**src/rtl/dmem_arbiter.sv**
```systemverilog
// dmem_arbiter
//   Shares the single-port data memory between the processor M stage and one
//   auxiliary requester (PS2 key logger / VGA frame fetcher). The processor
//   owns the port by default; the aux side borrows it for exactly one cycle
//   per req/ack handshake, stalling the processor during that cycle if it
//   also wants the port.
//
//   Optional feature macro: DMEM_ARB_STARVE_EN
//     defined   - saturating starve counter; a blocked aux request is forced
//                 through after STARVE_LIMIT blocked cycles.
//     undefined - aux is granted only in IDLE cycles with proc_req low.
//
// Ports
//   clock, reset           : master clock, async active-high reset
//   proc_req/wren/address/data, proc_q, proc_stall : processor side
//   aux_req/wren/address/data, aux_ack, aux_q      : aux requester side
//   address_dmem, data, wren, q_dmem               : dmem port (dmem is
//                                                    clocked on ~clock)
module dmem_arbiter #(
    parameter int STARVE_LIMIT = 8
) (
    input  logic        clock,
    input  logic        reset,
    input  logic        proc_req,
    input  logic        proc_wren,
    input  logic [11:0] proc_address,
    input  logic [31:0] proc_data,
    output logic [31:0] proc_q,
    output logic        proc_stall,
    input  logic        aux_req,
    input  logic        aux_wren,
    input  logic [11:0] aux_address,
    input  logic [31:0] aux_data,
    output logic        aux_ack,
    output logic [31:0] aux_q,
    output logic [11:0] address_dmem,
    output logic [31:0] data,
    output logic        wren,
    input  logic [31:0] q_dmem
);

    typedef enum logic [1:0] {IDLE, AUX, DONE} state_t;

    typedef struct packed {
        logic        wren;
        logic [11:0] address;
        logic [31:0] data;
    } aux_op_t;

    state_t  state, state_nxt;
    aux_op_t shadow;
    logic    force_grant;
    logic    grant;

    // Aux wins an IDLE cycle when the processor is idle, or when it has been
    // blocked long enough to be forced through.
    assign grant = (state == IDLE) && aux_req && (!proc_req || force_grant);

`ifdef DMEM_ARB_STARVE_EN
    logic [7:0] starve_cnt;

    always_ff @(posedge clock or posedge reset) begin
        if (reset)
            starve_cnt <= '0;
        else if (grant)
            starve_cnt <= '0;
        else if (state == IDLE && aux_req && proc_req && starve_cnt != 8'hFF)
            starve_cnt <= starve_cnt + 8'd1;
    end

    assign force_grant = (starve_cnt >= 8'(STARVE_LIMIT));
`else
    // No starvation relief; the parameter is kept so both builds share one
    // instantiation interface.
    assign force_grant = 1'b0 & (STARVE_LIMIT == 0);
`endif

    always_ff @(posedge clock or posedge reset) begin
        if (reset)
            state <= IDLE;
        else
            state <= state_nxt;
    end

    // Aux inputs are only looked at on the grant edge; the requester may
    // change them afterwards.
    always_ff @(posedge clock or posedge reset) begin
        if (reset)
            shadow <= '0;
        else if (grant)
            shadow <= '{wren: aux_wren, address: aux_address, data: aux_data};
    end

    // dmem read completes on the falling edge inside AUX, so q_dmem is valid
    // at the closing rising edge. For aux writes the captured value is the
    // read-during-write output and carries no meaning.
    always_ff @(posedge clock or posedge reset) begin
        if (reset)
            aux_q <= '0;
        else if (state == AUX)
            aux_q <= q_dmem;
    end

    always_comb begin
        state_nxt    = state;
        address_dmem = proc_address;
        data         = proc_data;
        wren         = proc_req & proc_wren;
        proc_stall   = 1'b0;
        aux_ack      = 1'b0;
        case (state)
            IDLE: begin
                if (grant)
                    state_nxt = AUX;
            end
            AUX: begin
                address_dmem = shadow.address;
                data         = shadow.data;
                wren         = shadow.wren;
                proc_stall   = proc_req;
                state_nxt    = DONE;
            end
            DONE: begin
                // aux_req is still high here while the requester sees the ack;
                // it must not start a new access.
                aux_ack   = 1'b1;
                state_nxt = IDLE;
            end
            default: state_nxt = IDLE;
        endcase
    end

    assign proc_q = q_dmem;

endmodule

```
**config.mk**
```make
export PLATFORM = sky130hd
export DESIGN_NAME = dmem_arbiter
export DESIGN_NICKNAME = d
export VERILOG_FILES = /design/src/rtl/dmem_arbiter.sv
export SDC_FILE = /design/constraint.sdc
export NUM_CORES = 1
export LEC_CHECK = 0
export BUFFER_PORTS_ARGS = -buffer_cell sky130_fd_sc_hd__clkbuf_2
export CAP_MARGIN = 20
export CORE_MARGIN = 1.5
export CORE_UTILIZATION = 47
export DETAILED_ROUTE_END_ITERATION = 6
export PLACE_DENSITY = 0.85
export SYNTH_ARGS = -nofsm -noshare
export SYNTH_HDL_FRONTEND = slang
export SYNTH_SLANG_ARGS = --single-unit
```
**constraint.sdc**
```tcl
create_clock -name clock -period 7.11 [get_ports clock]
set_clock_uncertainty 0.1 [all_clocks]
set_input_delay 0.3555 -clock clock [delete_from_list [all_inputs] [get_ports clock]]
set_output_delay 0.3555 -clock clock [all_outputs]
set_load 0.005 [all_outputs]
```
Word-level counts from Yosys, hierarchy flattened

Cells that the tools add are included.

Flip-flop bits (word level): 79
Input port bits: 126
Output and inout port bits: 111
Word-level logic and storage cells: 20

Eq/ne operators: 3
Multiplexer cells: 7
Bitwise operators: 1
Reduce and logical (&&, ||, !) cells: 4

Operator list:

| kind                                                                   | count |
|---|---|
| 32-bit two-way mux                                                     | 1 |
| 12-bit two-way mux                                                     | 1 |
| 2-bit case mux with 2 select lines                                     | 1 |
| 1-bit two-way mux                                                      | 3 |
| 2-bit by 1-bit equality test with 1-bit output (second input constant) | 1 |
| 2-bit equality test (second input constant)                            | 1 |
| 1-bit logical AND                                                      | 2 |
| 2-bit logical NOT                                                      | 1 |
| 2-bit two-way mux                                                      | 1 |
| 2-bit != test (second input constant)                                  | 1 |
| 1-bit bitwise AND                                                      | 1 |
| 1-bit logical NOT                                                      | 1 |

Depth between registers and ports, before layout

Gate-level depths: netlist of run 1.

Depth after elaboration: 5
Mapped depth: 5

Least setup slack after synthesis of run 1

Ideal clock, no wire load.

Path type: register -> output
From: reg state[0]
To: out address_dmem[0]
Data arrival time: 1.150 ns
Slack: 5.504 ns
Stages on the path, launching flop included: 5
Cell sequence: dfrtp_1 nor2b_1 buf_6 buf_4 mux2_2

Word-level cells in the longest chain between the ends: 2

RTL lines:

| item                                           | RTL line | RTL |
|---|---|---|
| start, declared                                | 50       | `state_t state, state_nxt;` |
| start signal, assigned                         | 82       | `state <= state_nxt;` |
| 2-bit by 1-bit equality test with 1-bit output | 111      | `case (state)` |
| 12-bit two-way mux                             | 111      |  |
| end, declared                                  | 36       | `output logic [11:0] address_dmem,` |

No other way between the ends.

Worst setup path in the final report of run 1

From: reg state[0]
To: out data[26]

Word-level cells in the longest chain between the ends: 2

RTL lines:

| item                                           | RTL line | RTL |
|---|---|---|
| 2-bit by 1-bit equality test with 1-bit output | 111      |  |
| 32-bit two-way mux                             | 111      |  |
| end, declared                                  | 37       | `output logic [31:0] data,` |

No other way between the ends.

==> results of run 1 <==
-- path summary, 6_finish.rpt --
check,start,to,slack (ns),cells past startpoint
hold / removal,aux_data[18],shadow[18],0.15,2
setup / recovery,state[0],data[26],4.41,4
min in group asynchronous,reset,shadow[18],0.18,3
hold reg to reg,shadow[43],shadow[43],0.41,1
setup reg to reg,state[1],shadow[41],5.09,3
max in group asynchronous,reset,shadow[35],6.07,3
-- final cells by class --
cell class,instances,area [um^2],share of cell area
inverter,1,5.00,0.000973
multi-input combinational,128,1600,0.312
timing repair buffer,239,1200,0.234
sequential,79,1980,0.384
tap,105,131,0.0255
clock buffer,11,141,0.0275
clock inverter,5,81.3,0.0158
-- through the flow --
step,instances,worst slack (ns),total power [mW]
final,568,4.41,1.30
after global routing,568,4.26,1.37
after CTS,568,4.38,1.32
after detailed placement,552,4.76,0.949
after global placement,552,4.83,0.932
after floorplan,254,4.63,0.813
-- state kept, by name (all words and copies together), names as in the netlist --
| name | count |
|---|---|
| aux_q | 32 |
| shadow | 45 |
| state | 2 |
-- per-layer routing --
metal  vias up  global-route usage  share of wire
met3        10              0.0407          0.061
met2       124               0.326           0.54
met4         0              0.0746          0.013
met1      1284               0.210           0.38
met5         -                   0              0
li1       1271                   -              -
-- power breakdown --
| group | internal [mW] | total (mW) | switching [mW] |
|---|---|---|---|
| Combinational | 0.215 | 0.328 | 0.113 |
| Sequential | 0.549 | 0.608 | 0.0588 |
| Clock | 0.208 | 0.362 | 0.154 |
-- cells in the final DEF, fill, tap and decap left out, types with 2 or more instances in the layout --
cell | synthesis | final
sky130_fd_sc_hd__buf_4 | 38 | 3
sky130_fd_sc_hd__bufinv_16 | 0 | 2
sky130_fd_sc_hd__clkbuf_2 | 0 | 236
sky130_fd_sc_hd__clkbuf_8 | 0 | 10
sky130_fd_sc_hd__clkinv_2 | 0 | 2
sky130_fd_sc_hd__dfrtp_1 | 79 | 79
sky130_fd_sc_hd__mux2_2 | 75 | 75
sky130_fd_sc_hd__mux2_4 | 46 | 46
-- kinds of logic after synthesis --
family / Yosys count
AOI/OAI and AO/OA: 1
buffers and inverters: 47
DFF: 79
muxes: 121
and+or+nand+nor: 6
-- worst reg2reg max path: cells and delay by family, from the launching register on --
family / cells / cell delay [ns]
buffers and inverters: 1 / 0.66
flip-flops: 1 / 0.45
multiplexers: 1 / 0.44
AND/OR/NAND/NOR: 1 / 0.26
==> flow_summary.json, run 1 <==
{
  "design.die.area_um2": 9030,
  "cp-end-kind": "output port",
  "power.static_leakage_nw": 2.68,
  "yosys-mux-area-fraction": 0.385,
  "grt_setup_unrepaired": "false",
  "antenna_violating_nets_post_route": 0,
  "drive_above_1_share": 0.819,
  "simple_gate_share_of_the_synthesized_area": 0.0119,
  "design.final.nets": 584,
  "post_cts_resized": 0,
  "filler_cell_count": 650,
  "cts_sinks": 79,
  "core.rowCount": 33,
  "syn_avg_cell_area_um2": 15.7,
  "netlist.area_leader.share": 0.496,
  "maxCapViolations": 0,
  "drc": 0,
  "irDropWorstVdd_v": 0.000157,
  "num_antenna_cells": 0,
  "detail_route.wirelength_mm": 8.51,
  "synth-adder-area-share": 0,
  "timing_worst_setup_path_type": "flop to output port",
  "grt_pass1_vias": 2620,
  "grt_max_degree": 80,
  "io-pin-count": 237,
  "period_minus_slack_ns": 2.70,
  "floorplan.die.height_um": 95.1,
  "synth_top_family_by_area": "multiplexers",
  "vias": 2689,
  "path_delay_family": "buffers and inverters",
  "grt_pass1_wl_mm": 12.4,
  "timing.slew.headroom": 0.340,
  "ys_top_cells_by_count": "sky130_fd_sc_hd__dfrtp_1, sky130_fd_sc_hd__mux2_2, sky130_fd_sc_hd__mux2_4",
  "drtIter0Drc": 32,
  "postSynth.topFlopCell": "sky130_fd_sc_hd__dfrtp_1",
  "synth_most_common_cell": "sky130_fd_sc_hd__dfrtp_1",
  "synth_cells": 254,
  "cts.repair_timing.setup_buffer_count": 0,
  "critical_path.max_fanout": 79,
  "clock_network_latency_to_the_later_pin_of_the_worst_skew_pair_ns": 0.32,
  "grt_usage": 0.182,
  "worstPathRequired_ns": 6.65,
  "final-hold-violation-count": 0,
  "timing.critical_path.buf_inv": 2,
  "power.density_cell_area_nw_per_um2": 252,
  "slew_viol_final": 0,
  "placed_area_um2": 4920,
  "cts.hold.buffers_added": 0,
  "hold_path.class": "input pin to flop",
  "biggest_area_contributors_in_the_synthesized_netlist": "sky130_fd_sc_hd__dfrtp_1, sky130_fd_sc_hd__mux2_2, sky130_fd_sc_hd__mux2_4",
  "cp-start-kind": "flop",
  "finalSetupTns_ns": 0,
  "max_slew.worst_pin.slew_ns": 0.990,
  "drtPass1Iterations": 3,
  "run_status": "completed",
  "synth-seq-area-share": 0.496,
  "synth_area_um2": 3980,
  "clk_pin_slew_ns": 0.08,
  "syn-num-nets": 380,
  "cts_buffer_depth": 2,
  "placement.io_buffers": 236,
  "finish.utilization": 0.626,
  "post_synth_num_cell_types": 15,
  "routed_wire_length_per_instance_um": 15.0,
  "synth.largest_area_cell": "sky130_fd_sc_hd__dfrtp_1",
  "fin_worst_hold_slack_ns": 0.148,
  "synthToLayoutAreaGrowth_pct": 29.2,
  "synth_xor_area_frac": 0,
  "antenna_found_initial": 0,
  "fp.coreArea_um2": 8220,
  "synth-edff-count": 0,
  "slowest_stage": "sky130_fd_sc_hd__buf_4",
  "place_congestion": 0.739,
  "synth-seq-cells": 79,
  "cts.root.buffer_cell": "sky130_fd_sc_hd__clkbuf_8",
  "cts_inserted_buffers": 9,
  "yosysWarningCount": 0,
  "synth-compound-area-share": 0.00126,
  "grt-ovfl-total": 0,
  "layout.cell_area.non_filler_um2": 5140,
  "htree_num_levels": 3,
  "cpPeakStageDelay_ns": 0.76,
  "finalCritPeriodShare": 0.379,
  "hpwl_mm": 6.52,
  "max_clock_freq_ghz": 0.371,
  "vias_per_cell": 4.73,
  "initial_utilization": 0.485,
  "die_width_um": 95.1,
  "setup_viol": 0,
  "cts_tree": "yes",
  "async_flop_share": 1.00,
  "critPathArrivalTime_ns": 2.24,
  "timing.critical_path.cells": "nor2b_4 -> buf_4 -> mux2_2 -> clkbuf_2"
}
Power figures use the tool's default switching activity.
==> inputs of run 2 (changes only) <==
--- a/config.mk
+++ b/config.mk
@@ -5,12 +5,13 @@
 export SDC_FILE = /design/constraint.sdc
 export NUM_CORES = 1
 export LEC_CHECK = 0
+export ABC_AREA = 1
 export BUFFER_PORTS_ARGS = -buffer_cell sky130_fd_sc_hd__clkbuf_2
 export CAP_MARGIN = 20
 export CORE_MARGIN = 1.5
-export CORE_UTILIZATION = 47
+export CORE_UTILIZATION = 43
 export DETAILED_ROUTE_END_ITERATION = 6
-export PLACE_DENSITY = 0.85
+export PLACE_DENSITY = 0.79
 export SYNTH_ARGS = -nofsm -noshare
 export SYNTH_HDL_FRONTEND = slang
 export SYNTH_SLANG_ARGS = --single-unit
==> constraint.sdc (replaced) <==
create_clock -name clock -period 2.6 [get_ports clock]
set_clock_uncertainty 0.1 [all_clocks]
set_input_delay 0.13 -clock clock [delete_from_list [all_inputs] [get_ports clock]]
set_output_delay 0.13 -clock clock [all_outputs]
set_load 0.005 [all_outputs]
==> run 2 against run 1 <==
  * Clock power up 150%
  * Hold slack gained 0.11 ns
  * Utilization is 4.3 points higher
  * Sequential cell count stayed put
  * Sequential power increased to 2.6 times the previous value
  * Power rose to 2.6 times the previous value
  * Critical endpoint is now address_dmem[10]
  * Die area increased by 6.1%
  * Global-route usage rose by 6.8 points
  * First-iteration DRC count rose to 5.3 times the previous value
==> flow_summary.json, run 2 <==
{
  "final-hold-violation-count": 0,
  "filler_cell_count": 731,
  "antenna_found_initial": 0,
  "power.static_leakage_nw": 3.51,
  "async_flop_share": 1.00,
  "cts_tree": "yes",
  "yosys-mux-area-fraction": 0,
  "drtIter0Drc": 168,
  "antenna_violating_nets_post_route": 0,
  "registers.top_by_ff_count": "shadow",
  "syn_avg_cell_area_um2": 7.49,
  "drc": 0,
  "synth-adder-area-share": 0,
  "largest_registers": "shadow (45), aux_q (32), state (2)",
  "vias_per_cell": 4.70,
  "largest_register_ff_count": 45,
  "grt_usage": 0.250,
  "drtPass1Iterations": 5,
  "maxCapViolations": 0,
  "critPathArrivalTime_ns": 1.88,
  "grt_max_degree": 79,
  "htree_num_levels": 3,
  "finalSetupTns_ns": 0,
  "timing_worst_setup_path_type": "flop to output port",
  "layout_common_cells": "sky130_fd_sc_hd__nand2_1, sky130_fd_sc_hd__clkbuf_2, sky130_fd_sc_hd__dfrtp_1",
  "cts.root.buffer_cell": "sky130_fd_sc_hd__clkbuf_8",
  "drive_above_1_share": 0.334,
  "placed_area_um2": 4860,
  "max_clock_freq_ghz": 0.474,
  "layout.cell_area.non_filler_um2": 5830,
  "power.density_cell_area_nw_per_um2": 581,
  "synth_cells": 517,
  "core.rowCount": 34,
  "io-pin-count": 237,
  "synth.largest_area_cell": "sky130_fd_sc_hd__dfrtp_1",
  "netlist.area_leader.share": 0.511,
  "grt_setup_unrepaired": "false",
  "simple_gate_share_of_the_synthesized_area": 0.381,
  "synth-edff-count": 0,
  "synth-compound-area-share": 0,
  "fp.coreArea_um2": 8720,
  "routed_wire_length_per_instance_um": 13.1,
  "grt-ovfl-total": 0,
  "hold_path.class": "input pin to async pin",
  "biggest_area_contributors_in_the_synthesized_netlist": "sky130_fd_sc_hd__dfrtp_1, sky130_fd_sc_hd__nand2_1, sky130_fd_sc_hd__buf_4",
  "final-seq-area_um2": 1980,
  "critical_path.max_fanout": 78,
  "cts_sinks": 79,
  "max_slew.worst_pin.slew_ns": 0.833,
  "hpwl_mm": 7.34,
  "yosysWarningCount": 0,
  "setup_viol": 0,
  "worstPathRequired_ns": 2.37,
  "synth-seq-cells": 79,
  "grt_pass1_vias": 4204,
  "timing.slew.headroom": 0.442,
  "design.final.nets": 915,
  "cp-end-kind": "output port",
  "cts.repair_timing.setup_buffer_count": 0,
  "multiInputGateArea_um2": 1470,
  "cts_buffer_depth": 2,
  "syn-num-nets": 643,
  "postSynth.topFlopCell": "sky130_fd_sc_hd__dfrtp_1",
  "synth_top_family_by_area": "simple AND/OR/NAND/NOR gates",
  "run_status": "completed",
  "placement.io_buffers": 236,
  "initial_utilization": 0.444,
  "detail_route.wirelength_mm": 11.8,
  "num_antenna_cells": 0,
  "layout_commonest_cell": "sky130_fd_sc_hd__nand2_1",
  "synth_most_common_cell": "sky130_fd_sc_hd__nand2_1",
  "floorplan.die.height_um": 97.9,
  "clk_pin_slew_ns": 0.09,
  "synthToLayoutAreaGrowth_pct": 50.7,
  "cp-start-kind": "flop",
  "clock_network_latency_to_the_later_pin_of_the_worst_skew_pair_ns": 0.33,
  "die_width_um": 97.9,
  "grt_pass1_wl_mm": 19.5,
  "place_congestion": 0.824,
  "ys_top_cells_by_count": "sky130_fd_sc_hd__nand2_1, sky130_fd_sc_hd__dfrtp_1, sky130_fd_sc_hd__nand3_1",
  "synth-seq-area-share": 0.511,
  "synth_xor_area_frac": 0,
  "finalCritPeriodShare": 0.812,
  "cts_inserted_buffers": 9,
  "period_minus_slack_ns": 2.11,
  "irDropWorstVdd_v": 0.000294,
  "slew_viol_final": 0,
  "vias": 4242,
  "synth_area_um2": 3870,
  "post_synth_num_cell_types": 12,
  "design.die.area_um2": 9580
}
-- run 2: metrics by stage --
stage / util / hold WS [ns] / total power, mW / cells / worst slack, ns
2_1_floorplan: - / 0.140 / 2.03 / 517 / 0.347
4_1_cts: 0.669 / 0.217 / 3.41 / 902 / 0.456
6_report: 0.669 / 0.257 / 3.39 / 902 / 0.490
3_5_place_dp: 0.557 / 0.0492 / 2.40 / 808 / 0.839
3_3_place_gp: 0.557 / 0.0433 / 2.37 / 808 / 0.874
5_1_grt: 0.669 / 0.273 / 3.61 / 902 / 0.311
-- run 2: path summary, 6_finish.rpt --
path | slack, ns | endpoint | cells after the start | startpoint
max | 0.49 | address_dmem[10] | 6 | state[1]
min | 0.26 | aux_q[9] | 3 | reset
max reg2reg | 0.96 | aux_q[7] | 6 | state[1]
min reg2reg | 0.38 | shadow[39] | 2 | shadow[39]
max in group asynchronous | 1.41 | shadow[19] | 4 | reset
min in group clock | 0.34 | shadow[31] | 5 | proc_req
-- run 2: routing by layer --
| layer | wire length (um) | up-vias | global-route usage |
|---|---|---|---|
| met5 | 0 | - | 0 |
| met4 | 331 | 0 | 0.109 |
| met3 | 655 | 29 | 0.0422 |
| met2 | 6280 | 182 | 0.460 |
| met1 | 4560 | 1940 | 0.284 |
| li1 | - | 2091 | - |
-- run 2: logic make-up (layout without fill, tap and decap cells) --
group / count (synthesis) / count (layout)
DFF: 79 / 79
and+or+nand+nor: 372 / 372
buffers and inverters: 66 / 343
-- run 2: power breakdown --
| part | total, mW | switching, mW | internal, mW |
|---|---|---|---|
| logic | 0.873 | 0.449 | 0.424 |
| registers | 1.61 | 0.142 | 1.47 |
| clock network | 0.902 | 0.451 | 0.451 |
-- run 2: layout make-up --
class	count	share of cell area
well taps	108	0.0232
clock buffers	10	0.0219
inverters	6	0.00407
repair buffers	321	0.347
flip-flops and latches	79	0.339
clock inverters	6	0.0120
multi-input cells	372	0.253
-- run 2: timing repair --
item / in CTS / in global routing
hold endpoints to repair: 103 / 0
hold buffers: 78 / 0
resized for setup: 0 / 0
setup endpoints to repair: 0 / 0
-- run 2: critical path, stage by stage (launching register included) --
cell	delay (ns)
sky130_fd_sc_hd__dfrtp_1	0.41
sky130_fd_sc_hd__inv_2	0.06
sky130_fd_sc_hd__nand2_2	0.06
sky130_fd_sc_hd__buf_4	0.61
sky130_fd_sc_hd__nand2_1	0.15
sky130_fd_sc_hd__nand2_1	0.12
sky130_fd_sc_hd__clkbuf_2	0.12
==> inputs of run 3 (changes only) <==
==> config.mk (replaced) <==
export PLATFORM = sky130hd
export DESIGN_NAME = dmem_arbiter
export DESIGN_NICKNAME = d
export VERILOG_FILES = /design/src/rtl/dmem_arbiter.sv
export SDC_FILE = /design/constraint.sdc
export NUM_CORES = 1
export LEC_CHECK = 0
export ABC_AREA = 0
export BUFFER_PORTS_ARGS = -buffer_cell sky130_fd_sc_hd__clkbuf_2
export CAP_MARGIN = 20
export CORE_MARGIN = 1.5
export CORE_UTILIZATION = 44
export DETAILED_ROUTE_END_ITERATION = 6
export PLACE_DENSITY = 0.8
export SYNTH_ARGS = -nofsm -noshare
export SYNTH_HDL_FRONTEND = slang
export SYNTH_SLANG_ARGS = --single-unit
==> constraint.sdc (replaced) <==
create_clock -name clock -period 2.03 [get_ports clock]
set_clock_uncertainty 0.1 [all_clocks]
set_input_delay 0.1015 -clock clock [delete_from_list [all_inputs] [get_ports clock]]
set_output_delay 0.1015 -clock clock [all_outputs]
set_load 0.005 [all_outputs]
==> run 3 against run 2 <==
  * Non-clock buffer count is 5 higher
  * Combinational power is 53% higher
  * Global-route usage is 3.7 points lower
  * Sequential power is 32% higher
  * Design area is 4.4% higher
  * Wire length is 9.0% lower
  * Largest cell class unchanged
  * Hold slack worse by 0.16 ns
  * Final cell count is 27% lower
  * Clock power is 22% higher
==> flow_summary.json, run 3 (synthesis results as in run 1) <==
{
  "cts_inserted_buffers": 9,
  "vias": 3116,
  "cts.root.buffer_cell": "sky130_fd_sc_hd__clkbuf_8",
  "cts_sinks": 79,
  "clock_network_latency_to_the_later_pin_of_the_worst_skew_pair_ns": 0.33,
  "numPlacedInstances": 558,
  "fin_total_pwr_mw": 4.57,
  "routed_wire_length_per_instance_um": 16.4,
  "cts_buffer_depth": 2,
  "layout_common_cells": "sky130_fd_sc_hd__clkbuf_2, sky130_fd_sc_hd__dfrtp_1, sky130_fd_sc_hd__dlygate4sd3_1",
  "design.die.area_um2": 9630,
  "largest_registers": "shadow (45), aux_q (32), state (2)",
  "irDropWorstVdd_v": 0.000457,
  "detailroute.wirelength.met2_mm": 5.83,
  "critPathArrivalTime_ns": 1.73,
  "top_layer": "met4",
  "fp.coreArea_um2": 8760,
  "finalCritPeriodShare": 0.952,
  "worst_hold_path.num_cells": 3,
  "cp-start-kind": "flop",
  "max_clock_freq_ghz": 0.518,
  "vias_per_cell": 4.74,
  "finalSetupTns_ns": 0,
  "place_congestion": 0.739,
  "multiInputGateArea_um2": 1600,
  "die_width_um": 98.1,
  "num_antenna_cells": 0,
  "timing.slew.headroom": 0.747,
  "timing.reg2reg.worst_path_depth": 3,
  "fin_ws_ns": 0.0983,
  "grt_pass1_wl_mm": 16.3,
  "cp-end-kind": "output port",
  "drc": 0,
  "power.static_leakage_nw": 3.07,
  "detail_route.wirelength.met1_mm": 4.18,
  "route.met3.wl_um": 561,
  "grt_pass1_vias": 3365,
  "largest_register_ff_count": 45,
  "synthToLayoutAreaGrowth_pct": 52.9,
  "antenna_violating_nets_post_route": 0,
  "drive_above_1_share": 0.709,
  "final-seq-area_um2": 1980,
  "drtPass1Iterations": 6,
  "drtIter0Drc": 41,
  "max_slew.worst_pin.slew_ns": 0.380,
  "run_status": "completed",
  "htree_num_levels": 3,
  "filler_cell_count": 613,
  "slew_viol_final": 0,
  "design.final.nets": 671,
  "detail_route.wirelength_mm": 10.8,
  "floorplan.die.height_um": 98.1,
  "hold_path.class": "input pin to flop",
  "setup_viol": 0,
  "maxCapViolations": 0,
  "grt-ovfl-total": 0,
  "registers.top_by_ff_count": "shadow",
  "cts_tree": "yes",
  "core.rowCount": 34,
  "antenna_found_initial": 0,
  "finalNonFillerCells": 658,
  "placement.io_buffers": 236,
  "grt_setup_unrepaired": "false",
  "grt_max_degree": 44,
  "initial_utilization": 0.454,
  "clk_pin_slew_ns": 0.08,
  "io-pin-count": 237,
  "pre_cts_slack_ns": 0.289,
  "hpwl_mm": 6.71,
  "period_minus_slack_ns": 1.93,
  "worstPathRequired_ns": 1.83,
  "layout_commonest_cell": "sky130_fd_sc_hd__clkbuf_2",
  "power.density_cell_area_nw_per_um2": 751,
  "final-hold-violation-count": 0,
  "timing_worst_setup_path_type": "flop to output port",
  "critical_path.max_fanout": 18,
  "grt_usage": 0.213
}
## run 3: cell types whose count changed in the layout (fill, tap and decap cells not counted), moves of 3 or more
cell                         before  now
sky130_fd_sc_hd__buf_4            6    3
sky130_fd_sc_hd__inv_1            3    0
sky130_fd_sc_hd__mux2_2           0   75
sky130_fd_sc_hd__mux2_4           0   46
sky130_fd_sc_hd__nand3_1         46    0
sky130_fd_sc_hd__buf_12           1    5
sky130_fd_sc_hd__clkinvlp_4       0    3
sky130_fd_sc_hd__nand2_1        320    1
sky130_fd_sc_hd__clkbuf_16        0    3
## run 3: report_power, final
part | internal (mW) | switching [mW]
Combinational | 0.892 | 0.448
Clock | 0.520 | 0.583
Sequential | 1.92 | 0.207
## run 3: layer usage
layer  up-vias  track usage
met5         -            0
met4         0       0.0607
met3        16       0.0537
met2       145        0.405
met1      1512        0.233
li1       1443            -
## run 3: worst paths after layout
check	start	endpoint	slack (ns)
worst min-delay path	proc_req	state[0]	0.10
worst max-delay path	state[1]	address_dmem[0]	0.1
worst min register to register	aux_q[28]	aux_q[28]	0.41
max in group asynchronous	reset	state[0]	1.05
min in group asynchronous	reset	shadow[23]	0.14
worst max register to register	state[0]	shadow[42]	0.29
## run 3: through the flow
stage                     hold slack, ns  utilization  cell area, um^2
after CTS                         0.0925        0.682             5970
after detailed placement         -0.0680        0.571             5000
after floorplan                    0.150            -             3990
final                              0.101        0.695             6090
after global placement           -0.0694        0.571             5000
after global routing              0.0981        0.695             6090
## run 3: area by class of cell
cell class                 count  area share
inverter                       1     0.00123
clock inverter                 5     0.00678
timing repair buffer         326       0.357
clock buffer                  11      0.0249
tap                          108      0.0222
sequential                    79       0.325
multi-input combinational    128       0.263
## run 3: repair_timing
| action | in CTS | in global routing |
|---|---|---|
| resized for setup | 0 | 1 |
| endpoints found under the hold margin | 156 | 0 |
| setup endpoints to repair | 0 | 43 |
| setup buffers | 0 | 2 |
| hold buffers | 78 | 0 |
## run 3: worst max-delay path, stage by stage, from the launching register on
cell and delay (ns):
sky130_fd_sc_hd__dfrtp_1 0.45, sky130_fd_sc_hd__nor2b_4 0.16, sky130_fd_sc_hd__buf_12 0.15, sky130_fd_sc_hd__buf_12 0.16
sky130_fd_sc_hd__mux2_2 0.36, sky130_fd_sc_hd__clkbuf_2 0.12
